==> src/rtl/mem_write_arbiter_if.sv <==
`default_nettype none
// ============================================================================
// Module   : mem_write_arbiter_if
// Brief    : Requester handshakes and memory write port of mem_write_arbiter.
// Revision : 1.0 - initial release
// ============================================================================
interface mem_write_arbiter_if #(
    parameter int DATA_WIDTH = 8,
    parameter int DEPTH      = 36
);
    localparam int AW = $clog2(DEPTH);

    logic                  req0_valid;
    logic                  req0_ready;
    logic [AW-1:0]         req0_addr;
    logic [DATA_WIDTH-1:0] req0_data;

    logic                  req1_valid;
    logic                  req1_ready;
    logic [AW-1:0]         req1_addr;
    logic [DATA_WIDTH-1:0] req1_data;

    logic                  mem_wea;
    logic [AW-1:0]         mem_addra;
    logic [DATA_WIDTH-1:0] mem_dia;

    modport master (
        output req0_valid, req0_addr, req0_data,
        output req1_valid, req1_addr, req1_data,
        input  req0_ready, req1_ready,
        input  mem_wea, mem_addra, mem_dia
    );

    modport slave (
        input  req0_valid, req0_addr, req0_data,
        input  req1_valid, req1_addr, req1_data,
        output req0_ready, req1_ready,
        output mem_wea, mem_addra, mem_dia
    );
endinterface
`default_nettype wire

==> src/rtl/mem_write_arbiter.sv <==
`default_nettype none
// ============================================================================
// Module   : mem_write_arbiter
// Brief    : Clears a memory after reset/on request, then round-robin
//            arbitrates two write requesters onto its single write port.
// Revision : 1.0 - initial release
// ============================================================================
module mem_write_arbiter #(
    parameter int                    DATA_WIDTH  = 8,
    parameter int                    DEPTH       = 36,
    parameter logic [DATA_WIDTH-1:0] CLEAR_VALUE = '0
) (
    input  wire logic         clk,
    input  wire logic         reset_n,
    input  wire logic         clear_req,
    output logic              busy,
    mem_write_arbiter_if.slave bus
);
    localparam int            AW        = $clog2(DEPTH);
    localparam logic [AW-1:0] LAST_ADDR = AW'(DEPTH - 1);

    typedef enum logic [0:0] {
        S_CLEAR = 1'b0,
        S_RUN   = 1'b1
    } state_t;

    state_t                state_q, state_d;
    logic [AW-1:0]         cnt_q, cnt_d;
    logic                  last_grant_q, last_grant_d;
    logic                  mem_wea_q, mem_wea_d;
    logic [AW-1:0]         mem_addra_q, mem_addra_d;
    logic [DATA_WIDTH-1:0] mem_dia_q, mem_dia_d;
    logic                  ready0;
    logic                  ready1;

    always_ff @(posedge clk) begin
        if (!reset_n) begin
            state_q      <= S_CLEAR;
            cnt_q        <= '0;
            last_grant_q <= 1'b1;
            mem_wea_q    <= 1'b0;
            mem_addra_q  <= '0;
            mem_dia_q    <= '0;
        end else begin
            state_q      <= state_d;
            cnt_q        <= cnt_d;
            last_grant_q <= last_grant_d;
            mem_wea_q    <= mem_wea_d;
            mem_addra_q  <= mem_addra_d;
            mem_dia_q    <= mem_dia_d;
        end
    end

    always_comb begin
        state_d      = state_q;
        cnt_d        = cnt_q;
        last_grant_d = last_grant_q;
        mem_wea_d    = 1'b0;
        mem_addra_d  = mem_addra_q;
        mem_dia_d    = mem_dia_q;
        ready0       = 1'b0;
        ready1       = 1'b0;

        unique case (state_q)
            S_CLEAR: begin
                mem_wea_d   = 1'b1;
                mem_addra_d = cnt_q;
                mem_dia_d   = CLEAR_VALUE;
                if (cnt_q == LAST_ADDR) begin
                    state_d = S_RUN;
                    cnt_d   = '0;
                end else begin
                    cnt_d = cnt_q + AW'(1);
                end
            end
            S_RUN: begin
                if (clear_req) begin
                    state_d = S_CLEAR;
                    cnt_d   = '0;
                end else begin
                    // On a tie the requester not granted last time wins.
                    if (bus.req0_valid && (!bus.req1_valid || last_grant_q)) begin
                        ready0 = 1'b1;
                    end else if (bus.req1_valid) begin
                        ready1 = 1'b1;
                    end

                    if (ready0) begin
                        mem_wea_d    = 1'b1;
                        mem_addra_d  = bus.req0_addr;
                        mem_dia_d    = bus.req0_data;
                        last_grant_d = 1'b0;
                    end else if (ready1) begin
                        mem_wea_d    = 1'b1;
                        mem_addra_d  = bus.req1_addr;
                        mem_dia_d    = bus.req1_data;
                        last_grant_d = 1'b1;
                    end
                end
            end
            default: begin
                state_d = S_CLEAR;
                cnt_d   = '0;
            end
        endcase
    end

    assign busy           = (state_q == S_CLEAR);
    assign bus.req0_ready = ready0;
    assign bus.req1_ready = ready1;
    assign bus.mem_wea    = mem_wea_q;
    assign bus.mem_addra  = mem_addra_q;
    assign bus.mem_dia    = mem_dia_q;

endmodule
`default_nettype wire

==> src/flat_wrapper.sv <==
// flat-port wrapper written by rule: the top's interface ports become plain ports
module mem_write_arbiter_flat 
#(
    parameter int                    DATA_WIDTH  = 8,
    parameter int                    DEPTH       = 36,
    parameter logic [DATA_WIDTH-1:0] CLEAR_VALUE = '0
)
  (clk, reset_n, clear_req, busy, bus_req0_valid, bus_req0_addr, bus_req0_data, bus_req1_valid, bus_req1_addr, bus_req1_data, bus_req0_ready, bus_req1_ready, bus_mem_wea, bus_mem_addra, bus_mem_dia);
  mem_write_arbiter_if #(.DATA_WIDTH(DATA_WIDTH), .DEPTH(DEPTH)) bus_i ();
  input  wire logic clk;
  input  wire logic reset_n;
  input  wire logic clear_req;
  output logic busy;
  input wire logic [$bits(bus_i.req0_valid)-1:0] bus_req0_valid;
  input wire logic [$bits(bus_i.req0_addr)-1:0] bus_req0_addr;
  input wire logic [$bits(bus_i.req0_data)-1:0] bus_req0_data;
  input wire logic [$bits(bus_i.req1_valid)-1:0] bus_req1_valid;
  input wire logic [$bits(bus_i.req1_addr)-1:0] bus_req1_addr;
  input wire logic [$bits(bus_i.req1_data)-1:0] bus_req1_data;
  output wire logic [$bits(bus_i.req0_ready)-1:0] bus_req0_ready;
  output wire logic [$bits(bus_i.req1_ready)-1:0] bus_req1_ready;
  output wire logic [$bits(bus_i.mem_wea)-1:0] bus_mem_wea;
  output wire logic [$bits(bus_i.mem_addra)-1:0] bus_mem_addra;
  output wire logic [$bits(bus_i.mem_dia)-1:0] bus_mem_dia;
  assign bus_i.req0_valid = bus_req0_valid;
  assign bus_i.req0_addr = bus_req0_addr;
  assign bus_i.req0_data = bus_req0_data;
  assign bus_i.req1_valid = bus_req1_valid;
  assign bus_i.req1_addr = bus_req1_addr;
  assign bus_i.req1_data = bus_req1_data;
  assign bus_req0_ready = bus_i.req0_ready;
  assign bus_req1_ready = bus_i.req1_ready;
  assign bus_mem_wea = bus_i.mem_wea;
  assign bus_mem_addra = bus_i.mem_addra;
  assign bus_mem_dia = bus_i.mem_dia;
  mem_write_arbiter #(.DATA_WIDTH(DATA_WIDTH), .DEPTH(DEPTH), .CLEAR_VALUE(CLEAR_VALUE)) u_core (.clk(clk), .reset_n(reset_n), .clear_req(clear_req), .busy(busy), .bus(bus_i));
endmodule
==> config.mk <==
export PLATFORM = sky130hd
export DESIGN_NAME = mem_write_arbiter_flat
export DESIGN_NICKNAME = d
export VERILOG_FILES = /design/src/rtl/mem_write_arbiter_if.sv /design/src/rtl/mem_write_arbiter.sv /design/src/flat_wrapper.sv
export SDC_FILE = /design/constraint.sdc
export NUM_CORES = 1
export LEC_CHECK = 0
export ABC_AREA = 1
export ABC_CLOCK_PERIOD_IN_PS = 2400
export BUFFER_PORTS_ARGS = -buffer_cell sky130_fd_sc_hd__buf_2
export CAP_MARGIN = 15
export CORE_MARGIN = 2
export CORE_UTILIZATION = 50
export DETAILED_ROUTE_END_ITERATION = 8
export HOLD_SLACK_MARGIN = 0.15
export PLACE_DENSITY_LB_ADDON = 0.08
export SKIP_LAST_GASP = 1
export SYNTH_ARGS = -nofsm -noshare
export SYNTH_HDL_FRONTEND = slang
export SYNTH_SLANG_ARGS = --single-unit
==> constraint.sdc <==
create_clock -name clk -period 2.4 [get_ports clk]
set_input_delay 0.36 -clock clk [delete_from_list [all_inputs] [get_ports clk]]
set_output_delay 0.36 -clock clk [all_outputs]
set_load 0.01 [all_outputs]
==> results.ini <==
[outcome]
status = finished clean

[placement]
io_buffers = 50
detailedPlacementHpwl_um = 2140
gp_routability_congestion = 0.783

[flow_run]
drv.max_cap_violation_count = 0

[cts]
cts.sink_count = 23
postCtsResizedCells = 0
clock_h_tree_levels = 1
ctsHoldBuffers = 0
tritoncts = built
cts.path.max_buffers = 2
cts-buffers-inserted = 3
clk_pin_slew_worst_paths_ns = 0.12
post-cts-setup-buffer-count = 0
clock-root-buffer = sky130_fd_sc_hd__clkbuf_4
clk-insertion-delay-late_ns = 0.30

[finish]
final_common_cell = sky130_fd_sc_hd__buf_2
antenna_cells_inserted = 0
drive_gt1_frac = 0.263
utilization = 0.657
filler_cell_count = 211
design.final.nets = 263
syn_to_final_growth_pct = 23.6
layout.cells.most_common_list = sky130_fd_sc_hd__buf_2 (50), sky130_fd_sc_hd__nand2_1 (49), sky130_fd_sc_hd__inv_1 (31)

[power]
power_dens_cells_nw_per_um2 = 443
vdd_ir_max_uv = 277
cellLeakagePower_uw = 0.000791

[floorplanning]
floorplan.die_area_um2 = 2780
die_width_um = 52.7
top_level_ports = 51
fp-row-count = 17
die_height_um = 52.7
placeableCoreArea_um2 = 2230
starting_utilization_of_the_core_area = 0.532

[grt]
globalRouteOverflowTotal = 0
grt_antenna_before_repair = 0
grt_first_pass_wirelength_um = 4470
grt_start_max_net_pins = 22
grt_util_all_layers = 0.217
first_global_vias = 1088

[worst_setup_path]
crit_path_frequent_cell = sky130_fd_sc_hd__nand2_1
crit_path_top_delay_cell = sky130_fd_sc_hd__dfxtp_1
required_ns = 2.04
path_cells = inv_1, nand2_1, nand2_1, buf_4, nand2_1, inv_1, buf_2
critPathLaunchType = register
end_kind = primary output
crit_path_max_incr_delay_ns = 0.32
reg2reg_setup_slack_ns = 1.03
crit_arrival_ns = 1.44
path_max_fanout = 21
timing_worst_setup_path_type = reg2out

[timing]
fmax_mhz = 555
timing_hold_violations_final = 0
clock-skew-final_ns = 0.00219
actual_slew_at_the_worst_max_slew_pin_ns = 0.499
tns_ns = 0
maxSlewViolCount = 0
finalCriticalPeriod_ns = 1.80
setup-violations-final = 0
rsz0062_at_grt = no
post-route-period-util = 0.751
worst_slew_margin_rel = 0.665

[yosys]
synth_sequential_area_ratio = 0.388
yosys.cell_types.count = 20
synth_fp_nets = 212
ys_ff_latch = 23
syn_avg_cell_area_um2 = 6.67
post_synth_instance_area_um2 = 1190
post_synth_inst_count = 178
synth-warning-count = 0

[drt]
drcViolationCount = 0
routed_wire_length_per_instance_um = 10.6
route.final.wire_length_um = 2710
drt-pass1-iter-count = 4
drt-vias-per-instance = 4.80
antenna_violating_nets_post_route = 0
route.vias.total = 1228
initial_drt_markers = 16

[worst_hold_path]
hold_class = in2reg

==> through the flow <==
stage	total power, uW	worst slack (ns)	hold slack (ns)	cell area, um^2	std cells
after floorplan	445	1.13	0.459	1190	178
after global placement	483	0.911	0.452	1440	252
after detailed placement	484	0.873	0.457	1440	252
after CTS	659	0.620	0.301	1470	256
after global routing	687	0.510	0.295	1470	256
final	650	0.597	0.315	1470	256
==> critical path: cells and delay by family, from the launching register on <==
kind                   cells  cell delay, ns
flip-flops                 1            0.32
buffers and inverters      4            0.52
AND/OR/NAND/NOR            3            0.30
==> area by class of cell <==
type                    instances  area [um^2]  share of cell area
inverters                      32          120              0.0818
clock buffers                   3         22.5              0.0153
multi-input cells             117          559               0.381
flip-flops and latches         23          460               0.314
clock inverters                 1         5.00             0.00341
repair buffers                 52          265               0.181
well taps                      28         35.0              0.0239
==> cells by family (layout without fill, tap and decap cells) <==
kind of cell               Yosys count  count (layout)  synth area share
and+or+nand+nor                     78              78             0.276
buffers and inverters               38              88             0.141
adders and majority gates            1               1            0.0105
AOI/OAI and AO/OA                   37              37             0.177
DFF                                 23              23             0.388
xor gates and xnor gates             1               1           0.00738
==> state kept, by name, indices dropped and copies added (netlist names) <==
register,flops
u_core.bus.mem_dia,8
u_core.bus.mem_addra,6
u_core.cnt_q,6
u_core.bus.mem_wea,1
u_core.last_grant_q,1
u_core.state_q,1
==> report_power, final <==
| group | total, uW | switching, uW | internal [uW] |
|---|---|---|---|
| Combinational | 78.5 | 42.4 | 36.2 |
| Sequential | 397 | 7.58 | 390 |
| Clock | 175 | 113 | 62.1 |
| Total | 650 | 162 | 488 |
==> Yosys cell counts, drive strengths merged <==
cell / instances / area, um^2
nand2: 51 / 201
o21ai: 3 / 15.0
ha: 1 / 12.5
inv: 31 / 116
dfxtp: 23 / 460
clkbuf: 1 / 3.75
clkinv: 1 / 3.75
a21boi: 1 / 7.51
nor2: 16 / 70.1
nand4: 1 / 6.26
a21oi: 24 / 120
o211ai: 9 / 67.6
buf: 5 / 43.8
nand3: 10 / 50.1
xor2: 1 / 8.76
==> worst paths after layout <==
check | startpoint | cells after the start | endpoint
setup / recovery | u_core.last_grant_q | 7 | bus_req1_ready
hold / removal | reset_n | 2 | u_core.last_grant_q
setup reg to reg | u_core.last_grant_q | 8 | u_core.bus.mem_addra[3]
hold reg to reg | u_core.bus.mem_dia[1] | 2 | u_core.bus.mem_dia[1]
==> per-layer routing <==
layer  up-vias  global-route usage  routed length [um]
met5         -                   0                   0
met4         0              0.0769                  17
met3         2              0.0314                 147
met2        38               0.354                1240
met1       525               0.290                1310
li1        663                   -                   -
Note: power is estimated with default switching activity, not from simulation.
